### src/rtl/mvm_pkg.sv
// Shared state encoding and arithmetic helpers for the streaming matrix-vector multiplier.
package mvm_pkg;

    typedef enum logic [2:0] {
        IDLE,
        LOAD_A,
        LOAD_X,
        MAC,
        DRAIN
    } state_e;

    // Index width for an n-entry array; a single entry still needs one bit.
    function automatic int addr_w(input int n);
        return (n <= 1) ? 1 : $clog2(n);
    endfunction

    function automatic logic add_ovf(input logic a_sign, input logic b_sign, input logic s_sign);
        return (a_sign == b_sign) && (s_sign != a_sign);
    endfunction

    // Clamp value on a w-bit signed range, returned wide; callers truncate to w bits.
    function automatic logic [63:0] sat_val(input int w, input logic neg);
        logic [63:0] max_pos;
        max_pos = (64'd1 << (w - 1)) - 64'd1;
        return neg ? ~max_pos : max_pos;
    endfunction

endpackage

### src/rtl/mvm_mac.sv
// Three-stage multiply-accumulate: operand register, product register, accumulator.
// valid_out pulses for one cycle once the last product of a row has been added.
module mvm_mac
    import mvm_pkg::*;
#(
    parameter int IW  = 8,
    parameter int OW  = 16,
    parameter int SAT = 0
) (
    input  logic                 clk,
    input  logic                 reset_n,
    input  logic                 valid_in,
    input  logic                 clear,
    input  logic                 last,
    input  logic signed [IW-1:0] a_in,
    input  logic signed [IW-1:0] x_in,
    output logic                 valid_out,
    output logic signed [OW-1:0] acc,
    output logic                 overflow
);
    localparam int PW = 2 * IW;

    logic [1:0]           vld_pipe_q, vld_pipe_d;
    logic [1:0]           clr_pipe_q, clr_pipe_d;
    logic [1:0]           last_pipe_q, last_pipe_d;
    logic signed [IW-1:0] op_a_q, op_a_d, op_x_q, op_x_d;
    logic signed [PW-1:0] prod_q, prod_d;
    logic signed [OW-1:0] acc_q, acc_d;
    logic signed [OW-1:0] base, prod_ext, sum;
    logic                 ovf_q, ovf_d, done_q, done_d, add_of;

    always_comb begin
        vld_pipe_d  = {vld_pipe_q[0], valid_in};
        clr_pipe_d  = {clr_pipe_q[0], clear};
        last_pipe_d = {last_pipe_q[0], last};
        op_a_d      = valid_in ? a_in : op_a_q;
        op_x_d      = valid_in ? x_in : op_x_q;
        prod_d      = vld_pipe_q[0] ? PW'(op_a_q) * PW'(op_x_q) : prod_q;

        // A row starts from zero, so its first add can never overflow.
        base     = clr_pipe_q[1] ? '0 : acc_q;
        prod_ext = OW'(prod_q);
        sum      = base + prod_ext;
        add_of   = add_ovf(base[OW-1], prod_ext[OW-1], sum[OW-1]);
        if (SAT != 0 && add_of) sum = OW'(sat_val(OW, base[OW-1]));

        acc_d = acc_q;
        ovf_d = ovf_q;
        if (vld_pipe_q[1]) begin
            acc_d = sum;
            ovf_d = (clr_pipe_q[1] ? 1'b0 : ovf_q) | add_of;
        end
        done_d = vld_pipe_q[1] & last_pipe_q[1];
    end

    always_ff @(posedge clk or negedge reset_n) begin
        if (!reset_n) begin
            vld_pipe_q  <= '0;
            clr_pipe_q  <= '0;
            last_pipe_q <= '0;
            op_a_q      <= '0;
            op_x_q      <= '0;
            prod_q      <= '0;
            acc_q       <= '0;
            ovf_q       <= 1'b0;
            done_q      <= 1'b0;
        end else begin
            vld_pipe_q  <= vld_pipe_d;
            clr_pipe_q  <= clr_pipe_d;
            last_pipe_q <= last_pipe_d;
            op_a_q      <= op_a_d;
            op_x_q      <= op_x_d;
            prod_q      <= prod_d;
            acc_q       <= acc_d;
            ovf_q       <= ovf_d;
            done_q      <= done_d;
        end
    end

    assign valid_out = done_q;
    assign acc       = acc_q;
    assign overflow  = ovf_q;

endmodule

### src/rtl/mvm_stream.sv
// Streaming y = A*x: loads A (unless reused) and x from one byte stream, runs the MAC
// over every element, then drains the M results from a shifting output buffer.
module mvm_stream
    import mvm_pkg::*;
#(
    parameter int M   = 3,
    parameter int N   = 3,
    parameter int IW  = 8,
    parameter int OW  = 16,
    parameter int SAT = 0
) (
    input  logic                 clk,
    input  logic                 reset_n,
    input  logic                 s_valid,
    output logic                 s_ready,
    input  logic signed [IW-1:0] data_in,
    input  logic                 keep_a,
    output logic                 m_valid,
    input  logic                 m_ready,
    output logic signed [OW-1:0] data_out,
    output logic                 overflow
);
    localparam int MN  = M * N;
    localparam int AWA = addr_w(MN);
    localparam int AWX = addr_w(N);
    localparam int AWM = addr_w(M);
    localparam logic [AWA-1:0] LAST_A = AWA'(MN - 1);
    localparam logic [AWX-1:0] LAST_X = AWX'(N - 1);
    localparam logic [AWM-1:0] LAST_M = AWM'(M - 1);

    state_e                state_q, state_d;
    logic [AWA-1:0]        a_cnt_q, a_cnt_d;
    logic [AWX-1:0]        x_cnt_q, x_cnt_d;
    logic [AWM-1:0]        wr_q, wr_d;
    logic                  iss_done_q, iss_done_d;
    logic                  a_loaded_q, a_loaded_d;
    logic                  alive_q;
    logic [M-1:0][OW-1:0]  obuf_q, obuf_d;
    logic [M-1:0]          ovfb_q, ovfb_d;
    logic [MN-1:0][IW-1:0] a_mem_q;
    logic [N-1:0][IW-1:0]  x_mem_q;
    logic                  rd_vld_q, rd_vld_d, rd_clr_q, rd_clr_d, rd_last_q, rd_last_d;
    logic signed [IW-1:0]  rd_a_q, rd_a_d, rd_x_q, rd_x_d;
    logic                  a_we, x_we, issue, beat;
    logic                  mac_done, mac_ovf;
    logic signed [OW-1:0]  mac_acc;

    // s_ready stays low through reset and only rises on the first edge after release.
    assign s_ready  = alive_q && (state_q == IDLE || state_q == LOAD_A || state_q == LOAD_X);
    assign beat     = s_valid && s_ready;
    assign m_valid  = (state_q == DRAIN);
    assign data_out = obuf_q[0];
    assign overflow = ovfb_q[0];

    always_comb begin
        state_d    = state_q;
        a_cnt_d    = a_cnt_q;
        x_cnt_d    = x_cnt_q;
        wr_d       = wr_q;
        iss_done_d = iss_done_q;
        a_loaded_d = a_loaded_q;
        obuf_d     = obuf_q;
        ovfb_d     = ovfb_q;
        a_we       = 1'b0;
        x_we       = 1'b0;
        issue      = 1'b0;
        unique case (state_q)
            IDLE: if (beat) begin
                if (keep_a && a_loaded_q) begin
                    x_we = 1'b1;
                    if (LAST_X == '0) begin
                        iss_done_d = 1'b0;
                        state_d    = MAC;
                    end else begin
                        x_cnt_d = AWX'(1);
                        state_d = LOAD_X;
                    end
                end else begin
                    a_we = 1'b1;
                    if (LAST_A == '0) begin
                        a_loaded_d = 1'b1;
                        state_d    = LOAD_X;
                    end else begin
                        a_cnt_d = AWA'(1);
                        state_d = LOAD_A;
                    end
                end
            end
            LOAD_A: if (beat) begin
                a_we = 1'b1;
                if (a_cnt_q == LAST_A) begin
                    a_cnt_d    = '0;
                    a_loaded_d = 1'b1;
                    state_d    = LOAD_X;
                end else a_cnt_d = a_cnt_q + 1'b1;
            end
            LOAD_X: if (beat) begin
                x_we = 1'b1;
                if (x_cnt_q == LAST_X) begin
                    x_cnt_d    = '0;
                    iss_done_d = 1'b0;
                    state_d    = MAC;
                end else x_cnt_d = x_cnt_q + 1'b1;
            end
            MAC: begin
                // a_cnt walks A row-major while x_cnt tracks the column.
                if (!iss_done_q) begin
                    issue   = 1'b1;
                    x_cnt_d = (x_cnt_q == LAST_X) ? '0 : x_cnt_q + 1'b1;
                    if (a_cnt_q == LAST_A) begin
                        a_cnt_d    = '0;
                        iss_done_d = 1'b1;
                    end else a_cnt_d = a_cnt_q + 1'b1;
                end
                if (mac_done) begin
                    obuf_d[wr_q] = mac_acc;
                    ovfb_d[wr_q] = mac_ovf;
                    if (wr_q == LAST_M) begin
                        wr_d    = '0;
                        state_d = DRAIN;
                    end else wr_d = wr_q + 1'b1;
                end
            end
            DRAIN: if (m_ready) begin
                for (int i = 0; i < M - 1; i++) begin
                    obuf_d[i] = obuf_q[i+1];
                    ovfb_d[i] = ovfb_q[i+1];
                end
                obuf_d[M-1] = '0;
                ovfb_d[M-1] = 1'b0;
                if (wr_q == LAST_M) begin
                    wr_d    = '0;
                    state_d = IDLE;
                end else wr_d = wr_q + 1'b1;
            end
            default: state_d = IDLE;
        endcase

        rd_vld_d  = issue;
        rd_a_d    = issue ? a_mem_q[a_cnt_q] : rd_a_q;
        rd_x_d    = issue ? x_mem_q[x_cnt_q] : rd_x_q;
        rd_clr_d  = issue ? (x_cnt_q == '0) : rd_clr_q;
        rd_last_d = issue ? (x_cnt_q == LAST_X) : rd_last_q;
    end

    always_ff @(posedge clk or negedge reset_n) begin
        if (!reset_n) begin
            state_q    <= IDLE;
            a_cnt_q    <= '0;
            x_cnt_q    <= '0;
            wr_q       <= '0;
            iss_done_q <= 1'b0;
            a_loaded_q <= 1'b0;
            alive_q    <= 1'b0;
            obuf_q     <= '0;
            ovfb_q     <= '0;
            rd_vld_q   <= 1'b0;
            rd_a_q     <= '0;
            rd_x_q     <= '0;
            rd_clr_q   <= 1'b0;
            rd_last_q  <= 1'b0;
        end else begin
            state_q    <= state_d;
            a_cnt_q    <= a_cnt_d;
            x_cnt_q    <= x_cnt_d;
            wr_q       <= wr_d;
            iss_done_q <= iss_done_d;
            a_loaded_q <= a_loaded_d;
            alive_q    <= 1'b1;
            obuf_q     <= obuf_d;
            ovfb_q     <= ovfb_d;
            rd_vld_q   <= rd_vld_d;
            rd_a_q     <= rd_a_d;
            rd_x_q     <= rd_x_d;
            rd_clr_q   <= rd_clr_d;
            rd_last_q  <= rd_last_d;
        end
    end

    // Operand storage survives reset; a_loaded_q alone decides whether A is usable.
    always_ff @(posedge clk) begin
        if (a_we) a_mem_q[a_cnt_q] <= data_in;
        if (x_we) x_mem_q[x_cnt_q] <= data_in;
    end

    mvm_mac #(.IW(IW), .OW(OW), .SAT(SAT)) u_mac (
        .clk      (clk),
        .reset_n  (reset_n),
        .valid_in (rd_vld_q),
        .clear    (rd_clr_q),
        .last     (rd_last_q),
        .a_in     (rd_a_q),
        .x_in     (rd_x_q),
        .valid_out(mac_done),
        .acc      (mac_acc),
        .overflow (mac_ovf)
    );

endmodule

### config.mk
export PLATFORM = sky130hd
export DESIGN_NAME = mvm_stream
export DESIGN_NICKNAME = d
export VERILOG_FILES = /design/src/rtl/mvm_pkg.sv /design/src/rtl/mvm_mac.sv /design/src/rtl/mvm_stream.sv
export SDC_FILE = /design/constraint.sdc
export NUM_CORES = 1
export LEC_CHECK = 0
export ABC_AREA = 1
export CORE_MARGIN = 3
export CORE_UTILIZATION = 35
export CTS_CLUSTER_DIAMETER = 150
export DETAILED_ROUTE_END_ITERATION = 10
export MAX_ROUTING_LAYER = met4
export SYNTH_ARGS = -nofsm -noshare
export SYNTH_HDL_FRONTEND = slang
export SYNTH_SLANG_ARGS = --single-unit
export TNS_END_PERCENT = 1
### constraint.sdc
create_clock -name clk -period 4.2 [get_ports clk]
set_input_delay 0.42 -clock clk [delete_from_list [all_inputs] [get_ports clk]]
set_output_delay 0.42 -clock clk [all_outputs]
set_load 0.01 [all_outputs]
==> results.json <==
{
  "status": "complete, no violations",
  "cp_slowest_stage_delay_ps": 540,
  "grt_pass1_wl_mm": 47.9,
  "hpwl_mm": 20.5,
  "reg2reg_depth": 19,
  "critPathCaptureType": "flop",
  "htreeDepth": 1,
  "cts_max_path_buffers": 3,
  "avgRoutedWirePerCell_um": 14.0,
  "die_y_um": 200,
  "via_per_inst": 4.74,
  "yosysSeqAreaShare_pct": 48.2,
  "first_pass_iters": 5,
  "initial_core_util_pct": 35.8,
  "path_clk_slew_ps": 60,
  "fin_ws_ps": 188,
  "fin_skew_ps": 12.4,
  "dp_cells": 1978,
  "cts_inserted_buffers": 26,
  "antenna_found_initial": 0,
  "critPathBufInv": 6,
  "setup_viol": 0,
  "cp_max_fo": 6,
  "die_w_um": 200,
  "synth_edf_count": 96,
  "yosysMostFrequentCell": "nand2_1",
  "seqCellArea_um2": 6390,
  "min_path_type": "flop to flop",
  "async_flop_share_pct": 59.3,
  "yosysWarnings": 0,
  "crit_path_top_delay_cell": "fa_1",
  "powerDensity_nw_per_um2": 549,
  "synth.area.top_cells": "dfrtp_1 (26%), edfxtp_1 (22%), nand2_1 (8.9%)",
  "multi_input_area_um2": 5720,
  "slew_viol_final": 0,
  "holdPathStages": 0,
  "r2r-start": "u_mac.op_x_q[4]",
  "fin_crit_ps": 4010,
  "cts_tree": "yes",
  "finalNetCount": 1628,
  "timing.rr.end": "u_mac.prod_ext[12]",
  "clk_latency_ps": 540,
  "worstSetupPathType": "flop to flop",
  "final_area_um2": 15100,
  "worst_pin_slew_ps": 918,
  "grt_max_degree": 85,
  "crit_top_cell": "inv_1",
  "ant_nets": 0,
  "drive_above_1_share_pct": 8.36,
  "cp-start-kind": "flop",
  "ys_seq_elements": 236,
  "io_pins": 32,
  "crit_required_ps": 4670,
  "place_ws_ps": 40.8,
  "maxCapViolCount": 0,
  "place_area_um2": 14000,
  "critPathTopFamily": "adder cells",
  "rsz0062_at_grt": "yes",
  "rrSetupSlack_ps": 190,
  "gp_congestion": 0.900,
  "syn2layout_area_growth_pct": 13.8,
  "synth_common_cells": "nand2_1 (315), inv_1 (228), nor2_1 (171), dfrtp_1 (140), o21ai_0 (98)",
  "io_buffers": 31,
  "tns_ps": 0,
  "syn_nets": 1604,
  "fillers": 3712,
  "syn_area_per_cell_um2": 8.90,
  "syn_area_um2": 13200,
  "yosys.area.top_type": "dfrtp_1",
  "synth_top_area_share_pct": 26.5,
  "track_usage_pct": 14.6,
  "first_global_vias": 9501,
  "synth_cell_types": 44,
  "whs_endpoint": "u_mac.clr_pipe_q[1]",
  "ir_drop_uv": 458,
  "row_count": 70,
  "fin_cells": 2035,
  "netlist_instances": 1487,
  "post-route-drc-count": 0,
  "dieArea_um2": 40200,
  "crit_arrival_ps": 4480,
  "fmax_mhz": 249,
  "worstPathCellList": "nand2_1 > inv_1 > fa_1 > inv_1 > fa_1 > inv_1 > fa_1 > inv_1 > fa_1 > inv_1 > ha_4 > buf_4 > nand3_1 > nand2_2 > nand4_1 > nand2_1 > xor2_1 > nand2_1 > nand2_1",
  "cts_root_buffer": "clkbuf_16",
  "finalHoldViolCount": 0,
  "max_slew_margin_pct": 38.4,
  "drt_iter0_markers": 551,
  "worstHoldStart": "u_mac.clr_pipe_q[0]",
  "vias": 9651,
  "p_total_mw": 8.27,
  "fin_crit_sh_pct": 95.5,
  "n_antenna_cell": 0,
  "core-area_um2": 37000,
  "synth-main-ff-cell": "dfrtp_1",
  "grt.overflow.total": 0,
  "wl_mm": 28.5,
  "cts_sinks": 236,
  "p_leak_nw": 6.95
}
## where the power goes
part           switching (mW)  internal [mW]
Sequential              0.314           2.77
Combinational            1.76           1.13
Clock                   0.935           1.36
Total                    3.01           5.26
## routing by layer
layer	vias up	wire [µm]	GRT usage (%)	share of wire (%)
li1	4815	-	-	-
met1	4581	12700	18.6	45
met2	192	13800	24.4	49
met3	63	1050	2.09	3.7
met4	0	882	4.12	3.1
met5	-	0	-	0
## per-stage QoR
stage	hold slack, ps	utilization [%]
detailed placement	340	37.9
CTS	354	40.2
floorplan	124	-
finish	351	40.8
global route	360	40.8
global placement	336	37.9
## kinds of logic (layout without fill, tap and decap cells)
| group | Yosys count | count (layout) | share of synthesized area (%) |
|---|---|---|---|
| buffers and inverters | 306 | 350 | 9.47 |
| other | 1 | 1 | 0.0283 |
| adder cells (fa/ha/maj) | 104 | 104 | 13.0 |
| multiplexers | 6 | 6 | 0.510 |
| AO/OA/AOI/OAI | 231 | 231 | 9.82 |
| AND/OR/NAND/NOR | 594 | 594 | 18.3 |
| flip-flops | 236 | 236 | 48.2 |
| XOR/XNOR | 9 | 9 | 0.596 |
## worst max-delay path by stage
stage / startpoint / endpoint / slack, ps / cells past startpoint
floorplan: u_mac.op_a_q[1] / u_mac.prod_ext[10] / 140 / 17
global placement: u_mac.op_a_q[7] / u_mac.prod_ext[15] / 100 / 17
detailed placement: u_mac.op_a_q[7] / u_mac.prod_ext[12] / 40 / 15
CTS: u_mac.op_a_q[7] / u_mac.prod_ext[12] / 10 / 15
global route: u_mac.op_a_q[6] / u_mac.prod_ext[12] / -20 / 19
finish: u_mac.op_x_q[4] / u_mac.prod_ext[12] / 190 / 19
## layout make-up
cell class	count	area share (%)
inverters	238	5.95
flip-flops and latches	236	42.5
multi-input cells	945	38.0
clock inverters	13	1.10
repair buffers	64	3.74
clock buffers	35	4.61
well taps	504	4.19
## timing repair
item,CTS,global route
setup buffers,0,8
hold endpoints to repair,82,0
hold buffers,1,0
endpoints found under the setup margin,0,8
resized for setup,0,35
## cell usage in the layout (no fill, tap or decap), types with 10 or more instances in the layout
cell,synthesis,final
a31oi_1,17,17
nor2_1,171,168
fa_1,56,54
o21ai_0,98,97
inv_1,228,225
dfrtp_1,140,133
o22ai_1,16,16
clkdlybuf4s50_1,0,30
ha_1,48,41
nand2_1,315,311
nand3_1,74,73
edfxtp_1,96,96
o211ai_1,10,10
buf_4,20,30
nor3_1,10,10
clkbuf_16,0,26
a21oi_1,68,67
## registers in the layout, summed over array words and instances, names as in the netlist, 3 cells and up
| name | count |
|---|---|
| a_cnt_q | 4 |
| u_mac.prod_ext | 16 |
| u_mac.op_x_q | 8 |
| data_out | 16 |
| state_q | 3 |
| u_mac.acc | 16 |
| rd_x_q | 8 |
| u_mac.op_a_q | 8 |
| obuf_q | 32 |
| a_mem_q | 72 |
| x_mem_q | 24 |
| rd_a_q | 8 |
| ovfb_q | 3 |
(Power assumes the default switching activity.)
